## config.mk

```make
export PLATFORM = sky130hd
export DESIGN_NAME = soc_system_fft_ram_arbiter
export DESIGN_NICKNAME = d
export VERILOG_FILES = /design/src/rtl/soc_system_fft_ram_pkg.sv /design/src/rtl/soc_system_fft_ram_starve_ctr.sv /design/src/rtl/soc_system_fft_ram_arbiter.sv
export SDC_FILE = /design/constraint.sdc
export NUM_CORES = 1
export LEC_CHECK = 0
export CAP_MARGIN = 20
export CORE_AREA = 5 5 213 215
export DETAILED_ROUTE_END_ITERATION = 7
export DIE_AREA = 0 0 218 220
export SYNTH_ARGS = -nofsm -noshare
export SYNTH_HDL_FRONTEND = slang
export SYNTH_SLANG_ARGS = --single-unit
```

## constraint.sdc

```tcl
create_clock -name clk -period 2.1 [get_ports clk]
set_input_delay 0.42 -clock clk [delete_from_list [all_inputs] [get_ports clk]]
set_output_delay 0.42 -clock clk [all_outputs]
set_load 0.02 [all_outputs]
```

## src/rtl/soc_system_fft_ram_pkg.sv

```systemverilog
// Shared defaults and types for the FFT RAM arbiter.
// Holds default widths, the starvation limit and the port-select enum.
package soc_system_fft_ram_pkg;

  localparam int ADDR_W_DEF       = 13;
  localparam int DATA_W_DEF       = 64;
  localparam int STARVE_LIMIT_DEF = 4;

  typedef enum logic [1:0] {
    SEL_NONE,
    SEL_HOST,
    SEL_ENG
  } sel_e;

  function automatic logic [3:0] sat_inc(
    input logic [3:0] v,
    input logic [3:0] lim
  );
    return (v >= lim) ? lim : v + 4'd1;
  endfunction

endpackage

```

## src/rtl/soc_system_fft_ram_starve_ctr.sv

```systemverilog
// Host starvation counter: saturating wait count and forced-grant flag.
// Ports: clk, reset_n, req_i (host requesting), gnt_i (host granted),
//        forced_o (wait count has reached LIMIT).
module soc_system_fft_ram_starve_ctr
  import soc_system_fft_ram_pkg::*;
#(
  parameter int LIMIT = STARVE_LIMIT_DEF
) (
  input  logic clk,
  input  logic reset_n,
  input  logic req_i,
  input  logic gnt_i,
  output logic forced_o
);

  localparam logic [3:0] LIM = 4'(LIMIT);

  logic [3:0] cnt_q, cnt_d;

  always_comb begin
    cnt_d = cnt_q;
    if (!req_i || gnt_i) cnt_d = '0;
    else                 cnt_d = sat_inc(cnt_q, LIM);
  end

  always_ff @(posedge clk or negedge reset_n) begin
    if (!reset_n) cnt_q <= '0;
    else          cnt_q <= cnt_d;
  end

  assign forced_o = (cnt_q == LIM);

endmodule

```

## src/rtl/soc_system_fft_ram_arbiter.sv

```systemverilog
// Two-port (host / FFT engine) arbiter onto one single-port RAM.
// Ports: h_* host port, e_* engine port, ram_* RAM side, perf_* counters.
// Engine has priority; host is forced through after STARVE_LIMIT waits.
// Macro FFT_RAM_ARB_PERF_EN compiles in the perf counters (else tied 0).
module soc_system_fft_ram_arbiter
  import soc_system_fft_ram_pkg::*;
#(
  parameter int ADDR_W       = ADDR_W_DEF,
  parameter int DATA_W       = DATA_W_DEF,
  parameter int STARVE_LIMIT = STARVE_LIMIT_DEF
) (
  input  logic                clk,
  input  logic                reset_n,
  input  logic [ADDR_W-1:0]   h_address,
  input  logic                h_read,
  input  logic                h_write,
  input  logic [DATA_W-1:0]   h_writedata,
  input  logic [DATA_W/8-1:0] h_byteenable,
  output logic                h_waitrequest,
  output logic [DATA_W-1:0]   h_readdata,
  output logic                h_readdatavalid,
  input  logic [ADDR_W-1:0]   e_address,
  input  logic                e_read,
  input  logic                e_write,
  input  logic [DATA_W-1:0]   e_writedata,
  input  logic [DATA_W/8-1:0] e_byteenable,
  output logic                e_waitrequest,
  output logic [DATA_W-1:0]   e_readdata,
  output logic                e_readdatavalid,
  output logic [ADDR_W-1:0]   ram_address,
  output logic [DATA_W/8-1:0] ram_byteenable,
  output logic [DATA_W-1:0]   ram_writedata,
  output logic                ram_chipselect,
  output logic                ram_write,
  input  logic [DATA_W-1:0]   ram_readdata,
  output logic [31:0]         perf_h_grants,
  output logic [31:0]         perf_e_grants,
  output logic [31:0]         perf_forced
);

  logic h_req, e_req;
  logic h_forced;
  logic gnt_h, gnt_e;
  sel_e sel;

  logic h_pend_q, h_pend_d;
  logic e_pend_q, e_pend_d;

  assign h_req = h_read | h_write;
  assign e_req = e_read | e_write;

  soc_system_fft_ram_starve_ctr #(
    .LIMIT (STARVE_LIMIT)
  ) u_starve (
    .clk      (clk),
    .reset_n  (reset_n),
    .req_i    (h_req),
    .gnt_i    (gnt_h),
    .forced_o (h_forced)
  );

  // Grants are masked while reset is held so both
  // requesters see waitrequest during reset.
  always_comb begin
    sel = SEL_NONE;
    if (!reset_n)
      sel = SEL_NONE;
    else if (h_req && (h_forced || !e_req))
      sel = SEL_HOST;
    else if (e_req)
      sel = SEL_ENG;
  end

  assign gnt_h = (sel == SEL_HOST);
  assign gnt_e = (sel == SEL_ENG);

  assign h_waitrequest = h_req & ~gnt_h;
  assign e_waitrequest = e_req & ~gnt_e;

  // Engine values stay on the RAM bus when idle.
  always_comb begin
    unique case (sel)
      SEL_HOST: begin
        ram_address    = h_address;
        ram_byteenable = h_byteenable;
        ram_writedata  = h_writedata;
      end
      default: begin
        ram_address    = e_address;
        ram_byteenable = e_byteenable;
        ram_writedata  = e_writedata;
      end
    endcase
  end

  assign ram_chipselect = gnt_h | gnt_e;
  assign ram_write      = (gnt_h & h_write) | (gnt_e & e_write);

  // Write wins over read, so a read+write grant is not a read.
  assign h_pend_d = gnt_h & ~h_write;
  assign e_pend_d = gnt_e & ~e_write;

  always_ff @(posedge clk or negedge reset_n) begin
    if (!reset_n) begin
      h_pend_q <= 1'b0;
      e_pend_q <= 1'b0;
    end else begin
      h_pend_q <= h_pend_d;
      e_pend_q <= e_pend_d;
    end
  end

  assign h_readdatavalid = h_pend_q;
  assign e_readdatavalid = e_pend_q;
  assign h_readdata      = ram_readdata;
  assign e_readdata      = ram_readdata;

`ifdef FFT_RAM_ARB_PERF_EN
  logic [31:0] ph_q, ph_d;
  logic [31:0] pe_q, pe_d;
  logic [31:0] pf_q, pf_d;

  // A forced grant is one the host only won via starvation.
  always_comb begin
    ph_d = ph_q + {31'd0, gnt_h};
    pe_d = pe_q + {31'd0, gnt_e};
    pf_d = pf_q + {31'd0, gnt_h & e_req & h_forced};
  end

  always_ff @(posedge clk or negedge reset_n) begin
    if (!reset_n) begin
      ph_q <= '0;
      pe_q <= '0;
      pf_q <= '0;
    end else begin
      ph_q <= ph_d;
      pe_q <= pe_d;
      pf_q <= pf_d;
    end
  end

  assign perf_h_grants = ph_q;
  assign perf_e_grants = pe_q;
  assign perf_forced   = pf_q;
`else
  assign perf_h_grants = '0;
  assign perf_e_grants = '0;
  assign perf_forced   = '0;
`endif

endmodule

```

==> results of run 1 <==
-- critical path, delay by kind of cell (launching register included) --
kind / cells / cell delay, ns
DFF: 1 / 0.37
muxes: 1 / 0.30
buffers and inverters: 5 / 0.60
and+or+nand+nor: 1 / 0.10
AOI/OAI and AO/OA: 1 / 0.28
adders and majority gates: 2 / 0.37
-- state kept, by name, indices dropped and copies added, names as in the netlist --
name and count:
e_readdatavalid 1, u_starve.cnt_q 4, h_readdatavalid 1
-- synth_stat cells, drive strengths merged --
| master | instances |
|---|---|
| dfrtp | 6 |
| o211a | 1 |
| nor3 | 1 |
| buf | 234 |
| a21o | 1 |
| ha | 4 |
| o21bai | 1 |
| nor2b | 3 |
| mux2 | 85 |
| nor4 | 1 |
| inv | 4 |
| or2 | 1 |
| nand3b | 1 |
| o21ai | 1 |
| a21oi | 1 |
| a22o | 1 |
| nor4b | 1 |
| o211ai | 1 |
| nor2 | 2 |
| conb | 1 |
-- per-layer routing --
metal	vias to the layer above	wire [µm]
li1	1175	-
met2	233	7170
met1	1172	5530
met4	0	642
met5	-	0
met3	61	1570
-- metrics by stage --
stage / hold WS (ns) / cell area [µm²] / utilization [%]
after floorplan: 0.124 / 3510 / -
after global placement: 0.518 / 5290 / 12.1
after detailed placement: 0.530 / 5290 / 12.1
after CTS: 0.343 / 5850 / 13.4
after global routing: 0.371 / 6090 / 14.0
final: 0.348 / 6090 / 14.0
-- worst max path at each step --
stage	to	slack [ns]	cells after the start	from
after floorplan	ram_address[0]	-0.1	7	e_write
after global placement	ram_writedata[23]	-1.20	7	e_write
after detailed placement	ram_writedata[26]	-1.21	7	e_write
after CTS	ram_writedata[13]	-0.71	11	u_starve.cnt_q[0]
after global routing	ram_writedata[51]	-0.71	9	u_starve.cnt_q[0]
final	ram_writedata[29]	-0.59	10	u_starve.cnt_q[0]
-- power by group through the flow --
stage	logic, mW	clock network, mW	registers, mW
after floorplan	1.10	0	0.134
after global placement	1.28	0	0.128
after detailed placement	1.29	0	0.128
after CTS	1.47	0.309	0.127
after global routing	1.63	0.317	0.128
final	1.54	0.303	0.127
-- repair_timing --
action	4_1_cts	5_1_grt
cloned	10	2
setup buffers	15	7
endpoints found under the setup margin	92	92
gates resized for setup	508	76
pin swaps	5	4
-- logic make-up after synthesis --
| kind of cell | Yosys count |
|---|---|
| adders and majority gates | 4 |
| and+or+nand+nor | 10 |
| other | 1 |
| buffers and inverters | 238 |
| AOI/OAI and AO/OA | 7 |
| DFF | 6 |
| muxes | 85 |
-- layout make-up --
class / count / area [µm²] / share of cell area, %
Multi-Input combinational cell: 203 / 1810 / 29.7
Inverter: 4 / 15.0 / 0.247
Sequential cell: 6 / 150 / 2.47
Clock buffer: 3 / 75.1 / 1.23
Tap cell: 592 / 741 / 12.2
Timing Repair Buffer: 308 / 3300 / 54.2
==> impl_metrics.yaml, run 1 <==
die:
  std_cell_rows: 77
  die_area_um2: 48000
  core_um2: 43500
  die_w_um: 218
  start_util_pct: 7.21
  fp.dieH_um: 220
  ios: 555
detailed_routing:
  first_pass_iters: 4
  wl_per_cell_um: 13.4
  via_per_inst: 2.37
  drc: 0
  postRouteWirelength_mm: 14.9
  via_count: 2641
  ant_nets: 0
  drt_first_iter_violations: 29
cts:
  cts_hold_buf: 0
  cts.sinks: 6
  clkLatencyLatePin_ns: 0.22
  clock-root-buffer: "clkbuf_16"
  clock_path_buffers: 2
  cts_tree: "yes"
  clkTransAtPathRegs_ns: 0.03
  cts_buffers: 3
  h-tree-depth: 1
worst_setup_path:
  crit_arrival_ns: 2.27
  r2r_end: "u_starve.cnt_q[1]"
  crit_path_max_incr_delay_ns: 0.37
  cp_slowest_cell: "dfrtp_1"
  critPathLaunchType: "flop"
  worstSetupEndpointType: "primary output"
  r2r_cells: 13
  r2r_slack_ns: -0.10
  cp.required_ns: 1.68
  path_common_cell: "buf_12"
  worstPathCellList: "inv_1 -> ha_2 -> nand3b_1 -> o211ai_1 -> ha_4 -> buf_12 -> buf_12 -> buf_16 -> mux2_4 -> buf_6"
  crit_fanout: 8
  reg2reg_from: "u_starve.cnt_q[1]"
  crit_type: "reg -> out"
logic_synthesis:
  synthTopCellsByArea: "buf_4 (54%), mux2_2 (24%), mux2_4 (8.6%)"
  ys_types: 23
  ys.warnings.count: 0
  synth.area.mux_share_pct: 32.7
  synth_compound_area_share_pct: 1.99
  syn_area_per_cell_um2: 8.94
  synthXorXnorAreaFrac_pct: 0
  postSynthCellCount: 351
  synth-seq-cells: 6
  synth_top_family_by_area: "buffers and inverters"
  synth_top_area_share_pct: 53.6
  synth_area_leader_cell: "buf_4"
  synthSimpleGateAreaFrac_pct: 2.39
  ys_seq_area_share_pct: 4.78
  synth-adder-area-share_pct: 1.59
  synth.cell_area_um2: 3140
timing:
  fin_ws_ns: -0.585
  period_share_pct: 128
  finalSetupViolations: 92
  rsz0062_at_grt: "yes"
  tns_ns: -46.93
  report.final.slew_viol_count: 0
  clock.fmax_ghz: 0.372
  min_period_ns: 2.69
  final.setup_skew_ns: 0.000444
  hold_viol_final: 0
run_status:
  violations: "negative setup slack"
  status: "complete, but fails checks"
power_and_ir_drop:
  power.internal_mw: 1.23
  power_switching_mw: 0.742
  power_leakage_nw: 2.57
  power.density_nw_per_um2: 324
  report.power.total_mw: 1.97
  seqPwrFrac_pct: 6.4
  p_clk_share_pct: 15.4
  p_comb_share_pct: 78.2
  ir_drop_mv: 0.348
  p_sw_share_pct: 37.6
grt:
  grt_antenna_before_repair: 0
  grt_busiest_layer: "met2"
  grt_max_degree: 13
  use_met2_pct: 9.04
  grt_pass1_wl_mm: 19.0
  grt_remaining_overflow: 0
  track_usage_pct: 5.31
  use_met3_pct: 1.91
  first_global_vias: 2840
  grt.met1_usage_pct: 6.02
placed_design:
  dp.cells: 1085
  hpwlAfterDp_mm: 10.8
  dpl_worst_slack_ns: -1.21
  numPortBuffers: 266
  place.gp.congestion: 0.764
layout:
  fill_cells: 4961
  syn2layout_area_growth_pct: 93.9
  drive_gt1_share_pct: 43.7
  fin_nets: 770
  final_common_cell: "clkdlybuf4s50_1"
  mostFrequentLayoutCells: "clkdlybuf4s50_1 (172), conb_1 (97), buf_6 (81), mux2_4 (67), mux2_2 (18)"
  diodes: 0
  fin_cells: 1116
flow_run:
  drv_cap: 0
hold_path:
  min_path_type: "in -> async"
Power figures use the tool's default switching activity.
==> run 2: changes to the inputs <==
--- a/config.mk
+++ b/config.mk
@@ -9,6 +9,7 @@
 export CORE_AREA = 5 5 213 215
 export DETAILED_ROUTE_END_ITERATION = 7
 export DIE_AREA = 0 0 218 220
+export PLACE_DENSITY = 0.44
 export SYNTH_ARGS = -nofsm -noshare
 export SYNTH_HDL_FRONTEND = slang
 export SYNTH_SLANG_ARGS = --single-unit
==> run 2 against run 1 <==
  * The run still ends with negative setup slack left
  * Clock power is essentially flat
  * Count of clock-buffer cells in the layout stayed put
  * Clock skew up 0.00088 ns
  * Combinational power shrank 11%
  * First-iteration DRC count rose by 6.9%
  * Sequential share of layout area increased by 0.20 points
  * Cell area shrank 7.6%
  * Via count barely moved
  * Final cell count grew 0.27%
  * Fmax down 3.2%
  * Utilization down 1.1 points
==> impl_metrics.yaml, run 2 (synthesized netlist as in run 1, its figures left out) <==
run_status:
  status: "complete, but fails checks"
  violations: "negative setup slack"
placed_design:
  dpl_worst_slack_ns: -1.34
  numPortBuffers: 266
  place.gp.congestion: 0.698
  dp.cells: 1100
  hpwlAfterDp_mm: 12.8
  dpl-instance-area_um2: 5400
grt:
  track_usage_pct: 5.63
  grt.met1_usage_pct: 5.38
  grt_busiest_layer: "met2"
  grt_max_degree: 8
  grt_antenna_before_repair: 1
  grt_pass1_wl_mm: 19.5
  use_met2_pct: 9.48
  first_global_vias: 2840
  use_met3_pct: 3.61
  grt_remaining_overflow: 0
detailed_routing:
  first_pass_iters: 4
  drt_first_iter_violations: 31
  wl_per_cell_um: 13.7
  via_count: 2640
  postRouteWirelength_mm: 15.4
  drc: 0
  via_per_inst: 2.36
  ant_nets: 0
layout:
  design_area_um2: 5620
  final_common_cell: "clkdlybuf4s50_1"
  mostFrequentLayoutCells: "clkdlybuf4s50_1 (172), conb_1 (97), buf_4 (59), mux2_2 (58), buf_2 (35)"
  fin_nets: 772
  drive_gt1_share_pct: 43.5
  syn2layout_area_growth_pct: 79.1
  regMostFlops: "u_starve.cnt_q"
  fin_cells: 1119
  fill_cells: 5039
  largest_reg_flops: 4
worst_setup_path:
  crit_type: "reg -> out"
  crit_fanout: 5
  crit_arrival_ns: 2.36
  worstSetupEndpointType: "primary output"
  setup.worst_path.start: "u_starve.cnt_q[1]"
  r2r_slack_ns: 0.01
  cp_slowest_cell: "dfrtp_1"
  critPathLaunchType: "flop"
  crit_path_max_incr_delay_ns: 0.37
  reg2reg_from: "u_starve.cnt_q[0]"
  worstPathCellList: "inv_1 -> ha_2 -> nand3b_1 -> buf_4 -> a21oi_4 -> ha_4 -> buf_12 -> buf_12 -> buf_8 -> buf_6 -> mux2_4 -> buf_6"
  cp.required_ns: 1.68
cts:
  clkTransAtPathRegs_ns: 0.03
  clkLatencyLatePin_ns: 0.22
  cts.sinks: 6
  cts_tree: "yes"
  clock-root-buffer: "clkbuf_16"
  h-tree-depth: 1
  cts_hold_buf: 0
  clock_path_buffers: 2
  cts_buffers: 3
timing:
  report.final.slew_viol_count: 0
  finalSetupViolations: 89
  min_period_ns: 2.78
  fin_ws_ns: -0.675
  period_share_pct: 132
  rsz0062_at_grt: "yes"
  final.setup_skew_ns: 0.00132
  clock.fmax_ghz: 0.360
  hold_viol_final: 0
die:
  die_w_um: 218
  ios: 555
  start_util_pct: 7.21
  fp.dieH_um: 220
  core_um2: 43500
  die_area_um2: 48000
  std_cell_rows: 77
power_and_ir_drop:
  ir_drop_mv: 0.213
  power.density_nw_per_um2: 321
  report.power.total_mw: 1.80
  power_leakage_nw: 2.33
flow_run:
  drv_cap: 0
hold_path:
  min_path_type: "in -> async"
-- run 2: changes by cell type in the layout (fill, tap and decap cells not counted), moves of 4 or more --
cell | previous run | this run
buf_8 | 1 | 8
buf_16 | 7 | 3
buf_4 | 16 | 59
mux2_4 | 67 | 27
buf_2 | 16 | 35
buf_6 | 81 | 18
mux2_2 | 18 | 58
-- run 2: worst max-delay path, delay by kind of cell, from the launching register on --
kind,cells,cell delay (ns)
buf+inv,7,0.82
flops,1,0.37
fa+ha+maj,2,0.36
mux,1,0.33
compound gates,1,0.14
simple gates,1,0.10
-- run 2: through the flow --
stage | hold slack, ns | TNS (ns) | utilization (%)
2_1_floorplan | 0.124 | -7.12 | -
3_3_place_gp | 0.516 | -107.49 | 12.4
3_5_place_dp | 0.521 | -111.02 | 12.4
4_1_cts | 0.370 | -57.23 | 12.8
5_1_grt | 0.383 | -60.52 | 12.9
6_report | 0.360 | -50.04 | 12.9
-- run 2: path summary, 6_finish.rpt --
kind,end,depth (start not counted)
min reg2reg,u_starve.cnt_q[0],2
min in group clk,u_starve.cnt_q[0],2
max,ram_writedata[10],12
min,h_readdatavalid,3
max reg2reg,u_starve.cnt_q[1],12
max in group asynchronous,u_starve.cnt_q[2],3
-- run 2: what timing repair did --
action	in CTS	in global routing
pin swaps	6	4
gates resized for setup	421	22
endpoints found under the setup margin	92	92
gates cloned	4	0
setup buffers	13	0
-- run 2: cell type report --
type | count | area (µm²) | share of cell area, %
antenna | 1 | 2.50 | 0.0445
timing repair buffer | 310 | 2990 | 53.2
sequential | 6 | 150 | 2.67
clock buffer | 3 | 75.1 | 1.34
tap | 592 | 741 | 13.2
multi-input combinational | 203 | 1650 | 29.3
inverter | 4 | 15.0 | 0.267
-- run 2: layer usage --
layer  share of wire [%]  wire length [µm]  vias up
met4                 4.9               759        0
met1                  31              4810     1133
met3                  15              2360       79
li1                    -                 -     1180
met2                  48              7440      248
met5                   0                 0        -
-- run 2: report_power, final --
group          total (mW)  internal, mW  leakage (nW)  switching [mW]
sequential          0.128         0.124        0.0777         0.00429
clock               0.302         0.244        0.0370          0.0583
combinational        1.37         0.740          2.22           0.633
total                1.80          1.11          2.33           0.696
==> run 3: changes to the inputs <==
--- a/config.mk
+++ b/config.mk
@@ -7,6 +7,7 @@
 export LEC_CHECK = 0
 export CAP_MARGIN = 20
 export CORE_AREA = 5 5 213 215
+export CTS_CLUSTER_SIZE = 40
 export DETAILED_ROUTE_END_ITERATION = 7
 export DIE_AREA = 0 0 218 220
 export PLACE_DENSITY = 0.44
==> results of run 3 <==
No change in the layout: final DEF, timing and power equal those of run 2.
